$ cat config.mk
export PLATFORM = sky130hd
export DESIGN_NAME = next_pc_controller
export DESIGN_NICKNAME = d
export VERILOG_FILES = /design/src/rtl/next_pc_pkg.sv /design/src/rtl/pc_target_calc.sv /design/src/rtl/next_pc_controller.sv
export SDC_FILE = /design/constraint.sdc
export NUM_CORES = 1
export LEC_CHECK = 0
export ABC_AREA = 1
export BUFFER_PORTS_ARGS = -buffer_cell sky130_fd_sc_hd__clkbuf_2
export CELL_PAD_IN_SITES_DETAIL_PLACEMENT = 0
export CELL_PAD_IN_SITES_GLOBAL_PLACEMENT = 1
export CORE_MARGIN = 1.5
export CORE_UTILIZATION = 34
export CTS_BUF_LIST = sky130_fd_sc_hd__clkbuf_8
export DETAILED_ROUTE_END_ITERATION = 10
export PLACE_DENSITY = 0.78
export SETUP_SLACK_MARGIN = 0.3
export SYNTH_ARGS = -nofsm -noshare
export SYNTH_HDL_FRONTEND = slang
export SYNTH_SLANG_ARGS = --single-unit
$ cat constraint.sdc
create_clock -name clk -period 3.18 [get_ports clk]
set_input_delay 0.477 -clock clk [delete_from_list [all_inputs] [get_ports clk]]
set_output_delay 0.477 -clock clk [all_outputs]
set_load 0.05 [all_outputs]
$ cat src/rtl/next_pc_pkg.sv
// rtl/next_pc_pkg.sv - shared state encodings and constants for the next-PC controller
package next_pc_pkg;

    typedef enum logic [2:0] {
        ST_BOOT   = 3'd0,
        ST_RUN    = 3'd1,
        ST_STALL  = 3'd2,
        ST_HALTED = 3'd3,
        ST_FAULT  = 3'd4
    } pc_state_e;

    localparam logic [63:0] INSN_BYTES           = 64'd4;
    localparam logic [63:0] DEFAULT_RESET_VECTOR = 64'h0;

    function automatic logic is_misaligned(input logic [63:0] addr);
        return addr[1:0] != 2'b00;
    endfunction

endpackage

$ cat src/rtl/pc_target_calc.sv
// rtl/pc_target_calc.sv - combinational next-PC candidate selection
// Register-indirect wins over PC-relative, which wins over sequential; all sums wrap mod 2^64.
module pc_target_calc
    import next_pc_pkg::*;
(
    input  logic [63:0] dirout,
    input  logic [63:0] offset,
    input  logic [63:0] reg_target,
    input  logic        reg_branch,
    input  logic        taken,
    output logic [63:0] dirnext
);

    always_comb begin
        dirnext = dirout + INSN_BYTES;
        if (reg_branch) begin
            dirnext = reg_target;
        end else if (taken) begin
            dirnext = dirout + offset;
        end
    end

endmodule

$ cat src/rtl/next_pc_controller.sv
// rtl/next_pc_controller.sv - program counter sequencer with stall, halt and misalignment fault
// HALTED and FAULT are terminal; only rst leaves them.
module next_pc_controller
    import next_pc_pkg::*;
#(
    parameter logic [63:0] RESET_VECTOR = DEFAULT_RESET_VECTOR,
    parameter int          CNT_W        = 32
) (
    input  logic             clk,
    input  logic             rst,
    input  logic             stall,
    input  logic             halt,
    input  logic             branch,
    input  logic             zero,
    input  logic             uncond,
    input  logic             reg_branch,
    input  logic [63:0]      offset,
    input  logic [63:0]      reg_target,
    output logic [63:0]      dirout,
    output logic [63:0]      dirnext,
    output logic             fetch_valid,
    output logic             fault,
    output logic [2:0]       state,
    output logic [CNT_W-1:0] insn_count
);

    pc_state_e        state_q, state_d;
    logic [63:0]      pc_q, pc_d;
    logic [CNT_W-1:0] cnt_q, cnt_d;
    logic             fault_q, fault_d;
    logic             taken;

    assign taken = uncond | (branch & zero);

    pc_target_calc u_target (
        .dirout     (pc_q),
        .offset     (offset),
        .reg_target (reg_target),
        .reg_branch (reg_branch),
        .taken      (taken),
        .dirnext    (dirnext)
    );

    always_ff @(posedge clk or posedge rst) begin
        if (rst) begin
            state_q <= ST_BOOT;
            pc_q    <= RESET_VECTOR;
            cnt_q   <= '0;
            fault_q <= 1'b0;
        end else begin
            state_q <= state_d;
            pc_q    <= pc_d;
            cnt_q   <= cnt_d;
            fault_q <= fault_d;
        end
    end

    always_comb begin
        state_d = state_q;
        pc_d    = pc_q;
        cnt_d   = cnt_q;
        fault_d = fault_q;
        case (state_q)
            ST_BOOT: state_d = ST_RUN;
            ST_RUN: begin
                if (halt) begin
                    state_d = ST_HALTED;
                end else if (stall) begin
                    state_d = ST_STALL;
                end else if (is_misaligned(dirnext)) begin
                    state_d = ST_FAULT;
                    fault_d = 1'b1;
                end else begin
                    pc_d  = dirnext;
                    cnt_d = cnt_q + CNT_W'(1);
                end
            end
            // Branch inputs are ignored while stalled; resuming re-evaluates them in RUN.
            ST_STALL: begin
                if (halt) begin
                    state_d = ST_HALTED;
                end else if (!stall) begin
                    state_d = ST_RUN;
                end
            end
            default: state_d = state_q;
        endcase
    end

    assign dirout      = pc_q;
    assign fetch_valid = (state_q == ST_RUN);
    assign fault       = fault_q;
    assign state       = state_q;
    assign insn_count  = cnt_q;

endmodule

After elaboration in Yosys (flattened, before gate mapping)
Index checks and enable logic that the tools add are counted.
- add/subtract/negate cells: 3
- reduce and logical (&&, ||, !) cells: 6
- bitwise gates (word level): 5
- equality and inequality tests: 4
- mux-type cells: 8
- operators with widths (kind ; count):
    64-bit 2-to-1 mux ; 2
    64-bit by 3-bit adder with 64-bit output (second input constant) ; 1
    64-bit adder ; 1
    32-bit by 1-bit adder with 32-bit output (second input constant) ; 1
    3-bit 2-to-1 mux ; 5
    3-bit case mux with 3 select lines ; 1
    4-bit AND reduction ; 2
    4-bit by 3-bit inequality test with 1-bit output (second input constant) ; 1
    3-bit by 1-bit equality test with 1-bit output (second input constant) ; 1
    3-bit by 2-bit equality test with 1-bit output (second input constant) ; 1
    3-bit zero test ; 1
    3-bit inequality test (second input constant) ; 1
    1-bit inverter ; 3
    3-bit AND reduction ; 1
    3-bit nonzero test ; 1
    2-bit nonzero test ; 1
    1-bit AND ; 1
    1-bit OR ; 1
- logic and storage cells: 30
- input bits: 136
- register bits: 100
- output and inout port bits: 165

Logic depth before layout (Yosys ltp)
- word-level depth: 9
- gate-level depth with buffers: 18
- depth with buffers taken out: 18

Cells and area by module
A second synthesis with hierarchy kept.
- cells, all modules: 2424
- area total of the unflattened synthesis: 13198.9 µm²
- modules (own cells, without submodules) (module ; cells each ; sequential area each (µm²) ; instances ; area each (µm²)):
    pc_target_calc ; 1890 ; 0.0 ; 1 ; 8774.7
    next_pc_controller ; 534 ; 2502.4 ; 1 ; 4424.2

Least setup slack after synthesis
Ideal clock, no wire load.
- path type: register to output
- start point: register pc_q[0], in the netlist dirout[0]
- end point: output port dirnext[60]
- slack: -601 ps
- stages on the path, launching flop included: 16
- required time: 2703 ps
- data arrival time: 3304 ps
- path buffers: 0
- cell sequence: dfrtp_1 > ha_1 > fa_1 > nand3_1 > nand3_1 > nand2_1 > nand2_1 > nand2_1 > nand2_1 > nand2_1 > nand2_1 > nand2_1 > nand2_1 > nand2_1 > nand3_1 > a21boi_0
- word-level cells in the longest chain between the ends: 3
- elaborated cells between the ends (all ways): 4
- those cells by class: add/sub (2); mux (2)
- ends and longest elaborated chain (element ; RTL line ; RTL):
    from (decl) ; next_pc_controller.sv:28 ; logic [63:0] pc_q, pc_d;
    from (signal assigned) ; next_pc_controller.sv:52 ; pc_q <= pc_d;
    64-bit by 3-bit adder with 64-bit output or 64-bit adder (tied branches) ; pc_target_calc.sv:15, pc_target_calc.sv:19 ;
    64-bit 2-to-1 mux * ; pc_target_calc.sv:18 ; end else if (taken) begin
    64-bit 2-to-1 mux * ; pc_target_calc.sv:16 ; if (reg_branch) begin
    to (decl) ; next_pc_controller.sv:20 ; output logic [63:0] dirnext,
Every way passes the cells marked *; elsewhere a longest branch is shown, timed or not.

Worst setup path after layout
- start point: register pc_q[6], in the netlist dirout[6]
- end point: output port dirnext[52]
Same word-level chain as after synthesis.

==> results.sh <==
export IMPL_post_dp_hpwl_um=65100
export IMPL_grtUsageTotal_pct=37.7
export IMPL_wire_per_inst_um=21.7
export IMPL_via_per_inst=5.16
export IMPL_dieArea_um2=41600
export IMPL_clkPwrFrac_pct=22.3
export IMPL_crit_slowest_cell="dfrtp_1"
export IMPL_synth_yosys_seq_area_share_pct=18.2
export IMPL_final_cell_area_um2=24900
export IMPL_place_area_um2=19100
export IMPL_die_w_um=204
export IMPL_syn2layout_area_growth_pct=81.3
export IMPL_cpMostUsedCell="nand2_1"
export IMPL_critPathRequiredTime_ns=2.70
export IMPL_relSlewSlack_pct=44.1
export IMPL_r2r_start="dirout[6]"
export IMPL_start_util_pct=34.5
export IMPL_rsz0062_at_grt="yes"
export IMPL_dieHeight_um=204
export IMPL_grt_overflow=0
export IMPL_switching_share_pct=43.1
export IMPL_register_area_um2=2540
export IMPL_max_freq_mhz=292
export IMPL_cpPeakStageDelay_ns=0.47
export IMPL_fin_crit_ns=3.43
export IMPL_diodes=0
export IMPL_worstMarginPinSlew_ns=0.839
export IMPL_drc_errors=0
export IMPL_ys_types=40
export IMPL_synth_area_leaders="nand2_1 (26%), dfrtp_1 (18%), inv_1 (13%), nand3_1 (6.7%), nor2_1 (6.4%)"
export IMPL_yosysTopAreaCellShare_pct=25.9
export IMPL_drtPass1Iterations=6
export IMPL_dr_first_iter_drc_count=1443
export IMPL_cts_path_max_buffers=2
export IMPL_multi_input_area_um2=13800
export IMPL_arrival_ns=2.95
export IMPL_grt_pass1_vias=18590
export IMPL_cp_cell_sequence="ha_4, buf_4, nand2_4, inv_1, nand2_1, nand2_1, nand2_1, nand2_1, nand2_1, nand3_2, nand2_2, buf_4, nand4_1, nand3_1, buf_6, a21boi_4, buf_8"
export IMPL_worstSkewPairLatency_ns=0.47
export IMPL_numPortBuffers=300
export IMPL_synth_area_um2=13700
export IMPL_hp_class="in2async"
export IMPL_path_delay_family="simple AND/OR/NAND/NOR gates"
export IMPL_worstSetupStartpointType="register"
export IMPL_timing_final_max_slew_violations=0
export IMPL_ys_warn_count=0
export IMPL_setup_worst_path_class="reg2out"
export IMPL_cts_buffers_inserted=9
export IMPL_p_comb_share_pct=51.0
export IMPL_cts_tree="yes"
export IMPL_seqPwrFrac_pct=26.8
export IMPL_cap_violations=0
export IMPL_critPathCaptureType="output port"
export IMPL_root_buffer="clkbuf_8"
export IMPL_htreeDepth=3
export IMPL_coreArea_um2=39800
export IMPL_syn_area_per_cell_um2=5.41
export IMPL_synth_area_leader_cell="nand2_1"
export IMPL_finalWirelength_um=81500
export IMPL_fin_util_pct=62.5
export IMPL_rows=73
export IMPL_powerDensity_nw_per_um2=191
export IMPL_status="finished, violations left"
export IMPL_final_setup_tns_ns=-6.57
export IMPL_clkSinkCount=100
export IMPL_vias=19364
export IMPL_power_switching_uw=2050
export IMPL_fin_nets=3423
export IMPL_finalHoldViolations=0
export IMPL_gp_congestion=1.04
export IMPL_crit_path_max_fanout=4
export IMPL_drtAntennaViolNets=0
export IMPL_fin_crit_sh_pct=108
export IMPL_path_buf_inv=5
export IMPL_antenna_found_initial=0
export IMPL_leakage_uw=0.0131
export IMPL_n_fill_cell=3729
export IMPL_pin_count=301
export IMPL_place_inst=3633
export IMPL_violations="negative setup slack"
export IMPL_fin_worst_skew_ns=0.0349
export IMPL_drive_gt1_share_pct=49.7
export IMPL_peakVddDrop_mv=0.242
export IMPL_fin_ws_ns=-0.248
export IMPL_grt_max_degree=101
export IMPL_setup_viol=52
export IMPL_p_int_uw=2700
export IMPL_syn_nets=2743
export IMPL_syn_inst=2541
export IMPL_finalNonFillerCells=3751
export IMPL_synth_seq_cells=100
export IMPL_grt_pass1_wl_um=115000
export IMPL_cp_startpoint="dirout[6]"
export IMPL_clk_pin_slew_ns=0.13
-- layout by cell type, fill, tap and decap left out, drive strengths merged --
cell type	instances
inv	467
nand4	39
a21oi	124
and2	1
fa	1
xnor2	15
o21ai	83
clkinv	3
nand3	186
nor3	60
buf	468
o211ai	3
nand2	949
nor2	243
xor2	48
o21a	3
dfrtp	100
nor4	4
nor3b	2
bufinv	1
clkbuf	254
a31oi	15
o311ai	1
ha	65
o21bai	2
nand3b	8
a21boi	33
or2	45
clkinvlp	3
-- worst paths after layout --
kind / endpoint / slack (ns) / depth (start not counted)
setup / recovery: dirnext[52] / -0.25 / 17
setup reg to reg: dirout[19] / 0 / 26
hold / removal: insn_count[26] / 0.15 / 3
hold reg to reg: fault / 0.50 / 2
min in group clk: state[1] / 0.32 / 3
max in group asynchronous: dirout[40] / 2.47 / 3
-- power by group through the flow --
stage	clock, µW	sequential (µW)	combinational [µW]
final	1060	1270	2420
after global routing	1110	1270	2520
after CTS	1080	1270	2140
after detailed placement	0	1300	1710
after global placement	0	1300	1710
after floorplan	0	1300	937
-- layout make-up --
| cell class | instances | share of cell area [%] |
|---|---|---|
| Clock buffer | 9 | 0.497 |
| Clock inverter | 7 | 0.392 |
| Timing Repair Buffer | 713 | 23.9 |
| Sequential cell | 100 | 10.2 |
| Inverter | 467 | 7.14 |
| Multi-Input combinational cell | 1930 | 55.3 |
| Tap cell | 525 | 2.64 |
-- logic make-up (layout without fill, tap and decap cells) --
| group | Yosys count | in the layout | synth area share [%] |
|---|---|---|---|
| AND/OR/NAND/NOR | 1537 | 1537 | 47.0 |
| flip-flops | 100 | 100 | 18.2 |
| buffers and inverters | 511 | 1196 | 14.1 |
| adder cells (fa/ha/maj) | 66 | 66 | 6.07 |
| XOR/XNOR | 63 | 63 | 4.02 |
| AO/OA/AOI/OAI | 264 | 264 | 10.6 |
-- metrics by stage --
stage	hold slack (ns)	setup WS (ns)	total power (µW)
global route	0.181	-0.334	4910
detailed placement	0.475	-0.297	3010
finish	0.153	-0.248	4750
global placement	0.450	-0.267	3000
CTS	0.180	-0.223	4500
floorplan	0.622	0.233	2230
-- cell usage after synthesis (all sizes together) --
library cell / number
nand2: 949
inv: 467
nor2: 243
nand3: 186
a21oi: 124
dfrtp: 100
o21ai: 83
ha: 65
nor3: 60
xor2: 48
or2: 45
nand4: 39
a21boi: 33
clkbuf: 28
buf: 16
a31oi: 15
xnor2: 15
nand3b: 8
nor4: 4
o211ai: 3
o21a: 3
nor3b: 2
o21bai: 2
and2: 1
fa: 1
o311ai: 1
-- flip-flops by register name, indices dropped and copies added (netlist names) --
register	flops
dirout	64
insn_count	32
state	3
fault	1
-- repair_timing --
item                                    CTS  global route
endpoints found under the setup margin   63            64
pin swaps                               136           195
resized for setup                       780           449
setup buffers                            56            46
hold endpoints to repair                  0             0
hold buffers                              0             0
cloned                                    0             0
-- worst register-to-register path: stages, from the launching register on --
cell     delay, ns
dfrtp_1       0.47
ha_4          0.29
nand2_8       0.09
buf_6         0.10
inv_2         0.02
nand2_2       0.06
nand2_2       0.06
buf_6         0.11
nand2_2       0.06
nand2_2       0.07
nand2_2       0.09
nand3_4       0.13
buf_6         0.15
a21oi_2       0.13
o21ai_2       0.09
buf_6         0.14
nand2_4       0.06
o21ai_4       0.06
buf_6         0.12
buf_6         0.10
buf_6         0.10
buf_6         0.10
buf_6         0.10
buf_6         0.10
buf_6         0.10
buf_6         0.10
o21ai_2       0.09
-- metal layers --
metal / part of all wire [%] / global-route usage, % / vias up
met3: 9.2 / 9.39 / 133
met1: 43 / 51.1 / 9196
li1: - / - / 9245
met4: 3.4 / 11.7 / 0
met5: 0 / 0 / -
met2: 45 / 58.7 / 790
No activity file was read; power rests on OpenSTA's default activity.
